File: src/rtl/mem_pkg.sv
// rtl/mem_pkg.sv - shared-buffer geometry and free-list state encoding
package mem_pkg;

   localparam int ADDR_W     = 4;
   localparam int BLOCK_BITS = 6;
   localparam int NUM_BLOCKS = 2 ** ADDR_W;

   typedef enum logic {
      FL_INIT = 1'b0,
      FL_RUN  = 1'b1
   } fl_state_e;

endpackage

File: src/rtl/free_list_ram.sv
// rtl/free_list_ram.sv - block-index storage, synchronous write, combinational read
module free_list_ram #(
   parameter int DEPTH  = 16,
   parameter int PTR_W  = 4,
   parameter int DATA_W = 4
) (
   input  logic              clk,
   input  logic              we,
   input  logic [PTR_W-1:0]  waddr,
   input  logic [DATA_W-1:0] wdata,
   input  logic [PTR_W-1:0]  raddr,
   output logic [DATA_W-1:0] rdata
);

   logic [DATA_W-1:0] mem [DEPTH];

   always_ff @(posedge clk) begin
      if (we) begin
         mem[waddr] <= wdata;
      end
   end

   assign rdata = mem[raddr];

endmodule

File: src/rtl/free_list.sv
// rtl/free_list.sv - circular free list of buffer block indices with self-initialisation
module free_list
   import mem_pkg::*;
#(
   parameter int NUM_BLOCKS = mem_pkg::NUM_BLOCKS,
   parameter int CNT_W      = $clog2(NUM_BLOCKS + 1)
) (
   input  logic              clk,
   input  logic              rst_n,
   input  logic              fl_alloc_req_i,
   output logic              fl_alloc_gnt_o,
   output logic [ADDR_W-1:0] fl_alloc_block_idx_o,
   input  logic              fl_free_req_i,
   input  logic [ADDR_W-1:0] fl_free_block_idx_i,
   output logic [CNT_W-1:0]  fl_free_count_o,
   output logic              fl_empty_o,
   output logic              fl_init_done_o,
   output logic              fl_err_o
);

   localparam int PTR_W = $clog2(NUM_BLOCKS);
   localparam logic [ADDR_W:0]  NB_EXT = (ADDR_W + 1)'(NUM_BLOCKS);
   localparam logic [CNT_W-1:0] CNT_FULL = CNT_W'(NUM_BLOCKS);
   localparam logic [CNT_W-1:0] CNT_LAST = CNT_W'(NUM_BLOCKS - 1);

   fl_state_e         state, state_nxt;
   logic [PTR_W-1:0]  head, tail;
   logic [CNT_W-1:0]  count, count_nxt;
   logic              gnt_q, empty_q, err_q;
   logic [ADDR_W-1:0] idx_q;
   logic [ADDR_W-1:0] ram_rdata, ram_wdata;
   logic              ram_we;
   logic              accept, free_ok, full, idx_in_range;

   assign full         = (count == CNT_FULL);
   assign idx_in_range = ({1'b0, fl_free_block_idx_i} < NB_EXT);
   // Grant register gates accept so a held request cannot be granted twice back to back.
   assign accept  = (state == FL_RUN) && fl_alloc_req_i && (count != '0) && !gnt_q;
   assign free_ok = (state == FL_RUN) && fl_free_req_i && !full && idx_in_range;

   assign ram_we    = (state == FL_INIT) || free_ok;
   assign ram_wdata = (state == FL_INIT) ? ADDR_W'(tail) : fl_free_block_idx_i;

   free_list_ram #(
      .DEPTH  (NUM_BLOCKS),
      .PTR_W  (PTR_W),
      .DATA_W (ADDR_W)
   ) u_ram (
      .clk   (clk),
      .we    (ram_we),
      .waddr (tail),
      .wdata (ram_wdata),
      .raddr (head),
      .rdata (ram_rdata)
   );

   always_comb begin
      state_nxt = state;
      if (state == FL_INIT && count == CNT_LAST) begin
         state_nxt = FL_RUN;
      end
   end

   always_comb begin
      count_nxt = count;
      if (state == FL_INIT) begin
         count_nxt = count + 1'b1;
      end else begin
         case ({free_ok, accept})
            2'b10:   count_nxt = count + 1'b1;
            2'b01:   count_nxt = count - 1'b1;
            default: count_nxt = count;
         endcase
      end
   end

   always_ff @(posedge clk or negedge rst_n) begin
      if (!rst_n) begin
         state <= FL_INIT;
      end else begin
         state <= state_nxt;
      end
   end

   always_ff @(posedge clk or negedge rst_n) begin
      if (!rst_n) begin
         head    <= '0;
         tail    <= '0;
         count   <= '0;
         gnt_q   <= 1'b0;
         idx_q   <= '0;
         empty_q <= 1'b1;
         err_q   <= 1'b0;
      end else begin
         if (ram_we) begin
            tail <= tail + 1'b1;
         end
         if (accept) begin
            head  <= head + 1'b1;
            idx_q <= ram_rdata;
         end
         gnt_q   <= accept;
         count   <= count_nxt;
         empty_q <= (count_nxt == '0);
         err_q   <= err_q | (fl_free_req_i && !free_ok);
      end
   end

   assign fl_alloc_gnt_o       = gnt_q;
   assign fl_alloc_block_idx_o = idx_q;
   assign fl_free_count_o      = count;
   assign fl_empty_o           = empty_q;
   assign fl_init_done_o       = (state == FL_RUN);
   assign fl_err_o             = err_q;

endmodule

File: config.mk
export PLATFORM = sky130hd
export DESIGN_NAME = free_list
export DESIGN_NICKNAME = d
export VERILOG_FILES = /design/src/rtl/mem_pkg.sv /design/src/rtl/free_list_ram.sv /design/src/rtl/free_list.sv
export SDC_FILE = /design/constraint.sdc
export NUM_CORES = 1
export LEC_CHECK = 0
export ABC_AREA = 1
export CORE_MARGIN = 2
export CORE_UTILIZATION = 41
export CTS_BUF_LIST = sky130_fd_sc_hd__clkbuf_8
export DETAILED_ROUTE_END_ITERATION = 7
export PLACE_DENSITY_LB_ADDON = 0.2
export SYNTH_ARGS = -nofsm -noshare
export SYNTH_HDL_FRONTEND = slang
export SYNTH_SLANG_ARGS = --single-unit
File: constraint.sdc
create_clock -name clk -period 2.83 [get_ports clk]
set_input_delay 0.566 -clock clk [delete_from_list [all_inputs] [get_ports clk]]
set_output_delay 0.566 -clock clk [all_outputs]
set_load 0.02 [all_outputs]
# == After elaboration in Yosys (flattened, before gate mapping) ==
# Memories as Yosys holds them, arrays and structs flattened. A register that Yosys moved wholly into a read port is not among the register bits.
# Cells that the tools add are included.
# op_classes
bitwise,2
n_mux,5
n_addsub,4
eq_ne,4
reduce_logical,14
# op_table
cell,n
case mux 5 bit (2 select lines),1
"adder 4 x 1 -> 4 bit, second input constant",2
logical AND 1 bit,7
"adder 5 x 1 -> 5 bit, second input constant",1
"equality test 5 x 4 -> 1 bit, second input constant",1
"equality test 5 bit, second input constant",1
logical NOT 5 bit,1
two-way mux 5 bit,1
nonzero test 5 bit,1
"subtractor 5 x 1 -> 5 bit, second input constant",1
logical NOT 1 bit,4
two-way mux 4 bit,1
"equality test 2 x 1 -> 1 bit, second input constant",1
"equality test 2 bit, second input constant",1
two-way mux 1 bit,2
logical OR 1 bit,1
NOT 1 bit,1
bitwise OR 1 bit,1
# word_totals
inputBits,8
word_cells,37
ram_bits,64
memories,1
ff_bits,17
# mem_list
name,words,word_bits,read_ports,rd_clocked_by_memory_dff,write_ports,line_no,rtl
u_ram.mem,16,4,1,1,1,free_list_ram.sv:15,logic [DATA_W-1:0] mem [DEPTH];

# == Depth between registers and ports, before layout ==
# depth
depth_word,7
ltp_mapped,16
mapped_depth_nobuf,16

# == Hierarchy ==
# Synthesis repeated with hierarchy kept, for this count alone.
# hier_totals
cells_unflattened,431
hier_area_um2,4073.9
# by_module_without_submodules
mod,area_per_inst_um2,n_inst,cells_per_inst
free_list_ram,2886.5,1,286
free_list,1187.4,1,145

# == Worst setup path before layout ==
# OpenSTA, ideal clock, no wires.
# synth_path
path_kind,reg-to-reg
from,"reg count[0], in the netlist fl_free_count_o[0]"
to,"reg empty_q, in the netlist fl_empty_o"
required_ns,2.763
t_arrival_ns,2.120
stages_incl_launch_ff,17
setup_slack_ns,0.643
path_cell_list,dfrtp_1 -> inv_1 -> ha_1 -> nand3_1 -> nand2_1 -> inv_1 -> nand2_1 -> inv_1 -> ha_1 -> inv_2 -> o21ai_0 -> nand3_1 -> o21ai_1 -> nand2_1 -> nor2_1 -> nand2_1 -> nor2_1
# synth_via
elab_chain_len,7
word_cells_on_any_way,13
# synth_lines
element,line_no,rtl
from (decl),free_list.sv:28,"logic [CNT_W-1:0] count, count_nxt;"
from (signal assigned),free_list.sv:103,count <= count_nxt;
equality test 5 bit / nonzero test 5 bit (equally long branches),"free_list.sv:35, free_list.sv:38",
logical NOT 1 bit / logical AND 1 bit (equally long branches),"free_list.sv:39, free_list.sv:38",
"logical AND 1 bit, on equally long branches","free_list.sv:39, free_list.sv:38",
equality test 2 x 1 -> 1 bit / equality test 2 bit (equally long branches),free_list.sv:69,"case ({free_ok, accept})"
case mux 5 bit (2 select lines),free_list.sv:69,
two-way mux 5 bit (*),free_list.sv:66,if (state == FL_INIT) begin
logical NOT 5 bit (*),free_list.sv:104,empty_q <= (count_nxt == '0);
to (signal assigned),free_list.sv:104,
to (decl),free_list.sv:29,"logic gnt_q, empty_q, err_q;"
# Mark *: on every way between the ends. The rest lies on a longest branch, timed or not.
# A chain may end at the register's enable or synchronous reset.

# == Worst setup path after layout ==
# Ends and elaborated chain as after synthesis.

==> impl_metrics.ini <==
[outcome]
outcome = completed

[timing]
holdWs_ns = 0.468
relSlewSlack_pct = 60.3
fin_worst_skew_ns = 0.0117
fin_crit_ns = 2.41
fin_ws_ns = 0.421
clock.fmax_mhz = 415
rsz0062_at_grt = false
tightest_slew_ns = 0.590
final_hold_viol_count = 0
setup_viol = 0
fin_tns_setup_ns = 0
period_share_pct = 85.1
drv_slew = 0

[synth]
syn_inst = 391
ys_warn_count = 0
ys_types = 28
async_flop_share_pct = 24.7
synth_edf_count = 64
ys_ff_latch = 85
syn_area_um2 = 3900
avgSynthCellArea_um2 = 9.97
synth_ff_type = edfxtp_1
ys_seq_area_share_pct = 62.8
synth_fp_nets = 409

[power_and_ir_drop]
comb_power_share_pct = 39.3
swShare_pct = 39.8
power_mw = 4.30
leakage_nw = 1.82
p_seq_share_pct = 41.8
irDropWorstVdd_mv = 0.562
switching_power_mw = 1.71
power.density_nw_per_um2 = 972
clockPowerShare_pct = 18.9
power.internal_mw = 2.59

[route]
drt_wl_total_um = 8060
wl_per_cell_um = 14.6
first_iter_violations = 133
ant_nets = 0
drcViolationCount = 0
vias_per_cell = 4.87
vias = 2682
dr.pass1.iters = 5

[grt]
antenna_found_initial = 0
grt_pass1_wl_um = 13400
grt_overflow = 0
grt_pass1_vias = 2689
grt_max_degree = 34
grt_usage_pct = 17.4

[cells_and_area]
post_route_cells_drive_above_1_share_pct = 7.58
fill_cells = 872
register_area_um2 = 2450
multiInputGateArea_um2 = 1250
insertedDiodeCount = 0
final_nets = 435
area.growth.synth_to_final_pct = 13.5

[worst_setup_path]
end_kind = flop
worstPathRequired_ns = 3.12
crit_path_top_delay_cell = dfrtp_1
path_max_fanout = 7
crit_buf_inv = 4
reg2reg_depth = 16
arrival_ns = 2.70
worstSetupPathType = flop to flop
critical-path-top-delay-family = simple AND/OR/NAND/NOR gates
path_depth = 16
start_kind = flop
cp_slowest_stage_delay_ns = 0.42
path_common_cell = nand2_1
path_cells = inv_1 > ha_1 > nand3_1 > nand2_1 > inv_1 > nand2_1 > inv_1 > ha_1 > inv_2 > o21ai_0 > nand3_1 > o21ai_1 > nand2_1 > nor2_1 > nand2_1 > nor2_1

[cts]
cts_setup_buffers = 0
cts_buffers = 9
postCtsHoldBufs = 0
clockBufferDepth = 2
clockRootBuffer = clkbuf_8
cts_tree = done
cts_resized = 0
cts.sinks = 85
htreeDepth = 3
clk_pin_slew_ns = 0.08
clock_latency_ns = 0.35

[die]
core_um2 = 9240
die_w_um = 102
die_h_um = 102
rows = 35
die_area_um2 = 10300
pin_count = 21
start_util_pct = 42.2

[placement]
pre_cts_ws_ns = 0.322
port_buffers = 20
post-dp-hpwl_um = 5490
gp_congestion = 0.886

[hold_path]
hold_depth = 1
hold_path_class = flop to flop

[job]
drv_cap = 0
logic make-up after synthesis:
family | share of synthesized area (%)
xor+xnor | 1.35
flops | 62.8
buf+inv | 5.04
simple gates | 23.4
fa+ha+maj | 3.21
compound gates | 4.17
through the flow:
step | std cells | instance area (um2) | util, %
finish | 551 | 4420 | 47.9
global route | 551 | 4420 | 47.9
CTS | 551 | 4420 | 47.9
detailed placement | 535 | 4240 | 45.9
global placement | 535 | 4240 | 45.9
floorplan | 391 | 3900 | -
worst reg2reg max path, cell delays in order, from the launching register on:
cell	delay, ns
dfrtp_1	0.42
inv_1	0.16
ha_1	0.28
nand3_1	0.13
nand2_1	0.11
inv_1	0.04
nand2_1	0.10
inv_1	0.05
ha_1	0.41
inv_2	0.08
o21ai_0	0.08
nand3_1	0.08
o21ai_1	0.10
nand2_1	0.06
nor2_1	0.10
nand2_1	0.05
nor2_1	0.08
cells in the mapped netlist, types with 2 or more instances:
cell type	count	area (um2)
inv_2	2	7.51
nand2_1	116	435
ha_1	10	125
inv_4	2	12.5
nand4_1	2	12.5
dfrtp_1	20	500
nor3_1	2	10.0
buf_4	7	52.6
a21oi_1	6	30.0
nand2_2	2	12.5
xor2_1	6	52.6
buf_2	5	25.0
o21ai_0	8	40.0
o21ai_1	17	85.1
nand3_1	39	195
nor2_1	51	191
edfxtp_1	64	1920
inv_1	22	82.6
layout by cell type (no fill, tap or decap), types with 6 or more instances in the layout:
master           Yosys  layout
ha_1                10      10
edfxtp_1            64      64
inv_1               22      26
nor2_1              51      51
clkbuf_8             0      10
dfrtp_1             20      20
o21ai_0              8       8
nand3_1             39      39
a21oi_1              6       6
nand2_1            116     116
clkdlybuf4s50_1      0      20
xor2_1               6       6
o21ai_1             17      17
buf_4                7       8
per-layer routing:
layer / track usage, % / vias to the layer above / wire length [um]
met5: 0 / - / 0
met2: 26.5 / 61 / 3760
li1: - / 1352 / -
met4: 8.21 / 0 / 148
met3: 2.76 / 12 / 244
met1: 24.4 / 1257 / 3900
final timing paths:
kind	startpoint	end	slack [ns]
worst max-delay path	fl_free_count_o[0]$_DFF_PN0_	fl_empty_o$_DFF_PN1_	0.42
worst min-delay path	fl_err_o$_DFF_PN0_	fl_err_o$_DFF_PN0_	0.47
worst max register to register	fl_free_count_o[0]$_DFF_PN0_	fl_empty_o$_DFF_PN1_	0.42
worst min register to register	fl_err_o$_DFF_PN0_	fl_err_o$_DFF_PN0_	0.47
max in group asynchronous	rst_n	fl_empty_o$_DFF_PN1_	1.65
min in group asynchronous	rst_n	fl_free_count_o[1]$_DFF_PN0_	0.55
registers in the layout (all words and copies together) (netlist names):
register              flops
u_ram.mem                64
fl_free_count_o           5
fl_alloc_block_idx_o      4
head                      4
tail                      4
fl_alloc_gnt_o            1
fl_empty_o                1
fl_err_o                  1
fl_init_done_o            1
power groups by stage:
stage / Clock, mW / Combinational (mW) / Sequential, mW
floorplan: 0 / 1.22 / 1.81
global placement: 0 / 1.68 / 1.82
detailed placement: 0 / 1.69 / 1.83
CTS: 0.832 / 1.69 / 1.80
global route: 0.889 / 1.92 / 1.83
finish: 0.813 / 1.69 / 1.80
cell type report:
class,count,area share (%)
Sequential cell,85,55.3
Timing Repair Buffer,28,5.88
Clock buffer,10,3.11
Inverter,28,2.60
Clock inverter,6,1.10
Tap cell,129,3.65
Multi-Input combinational cell,265,28.3
Power figures use the tool's default switching activity.
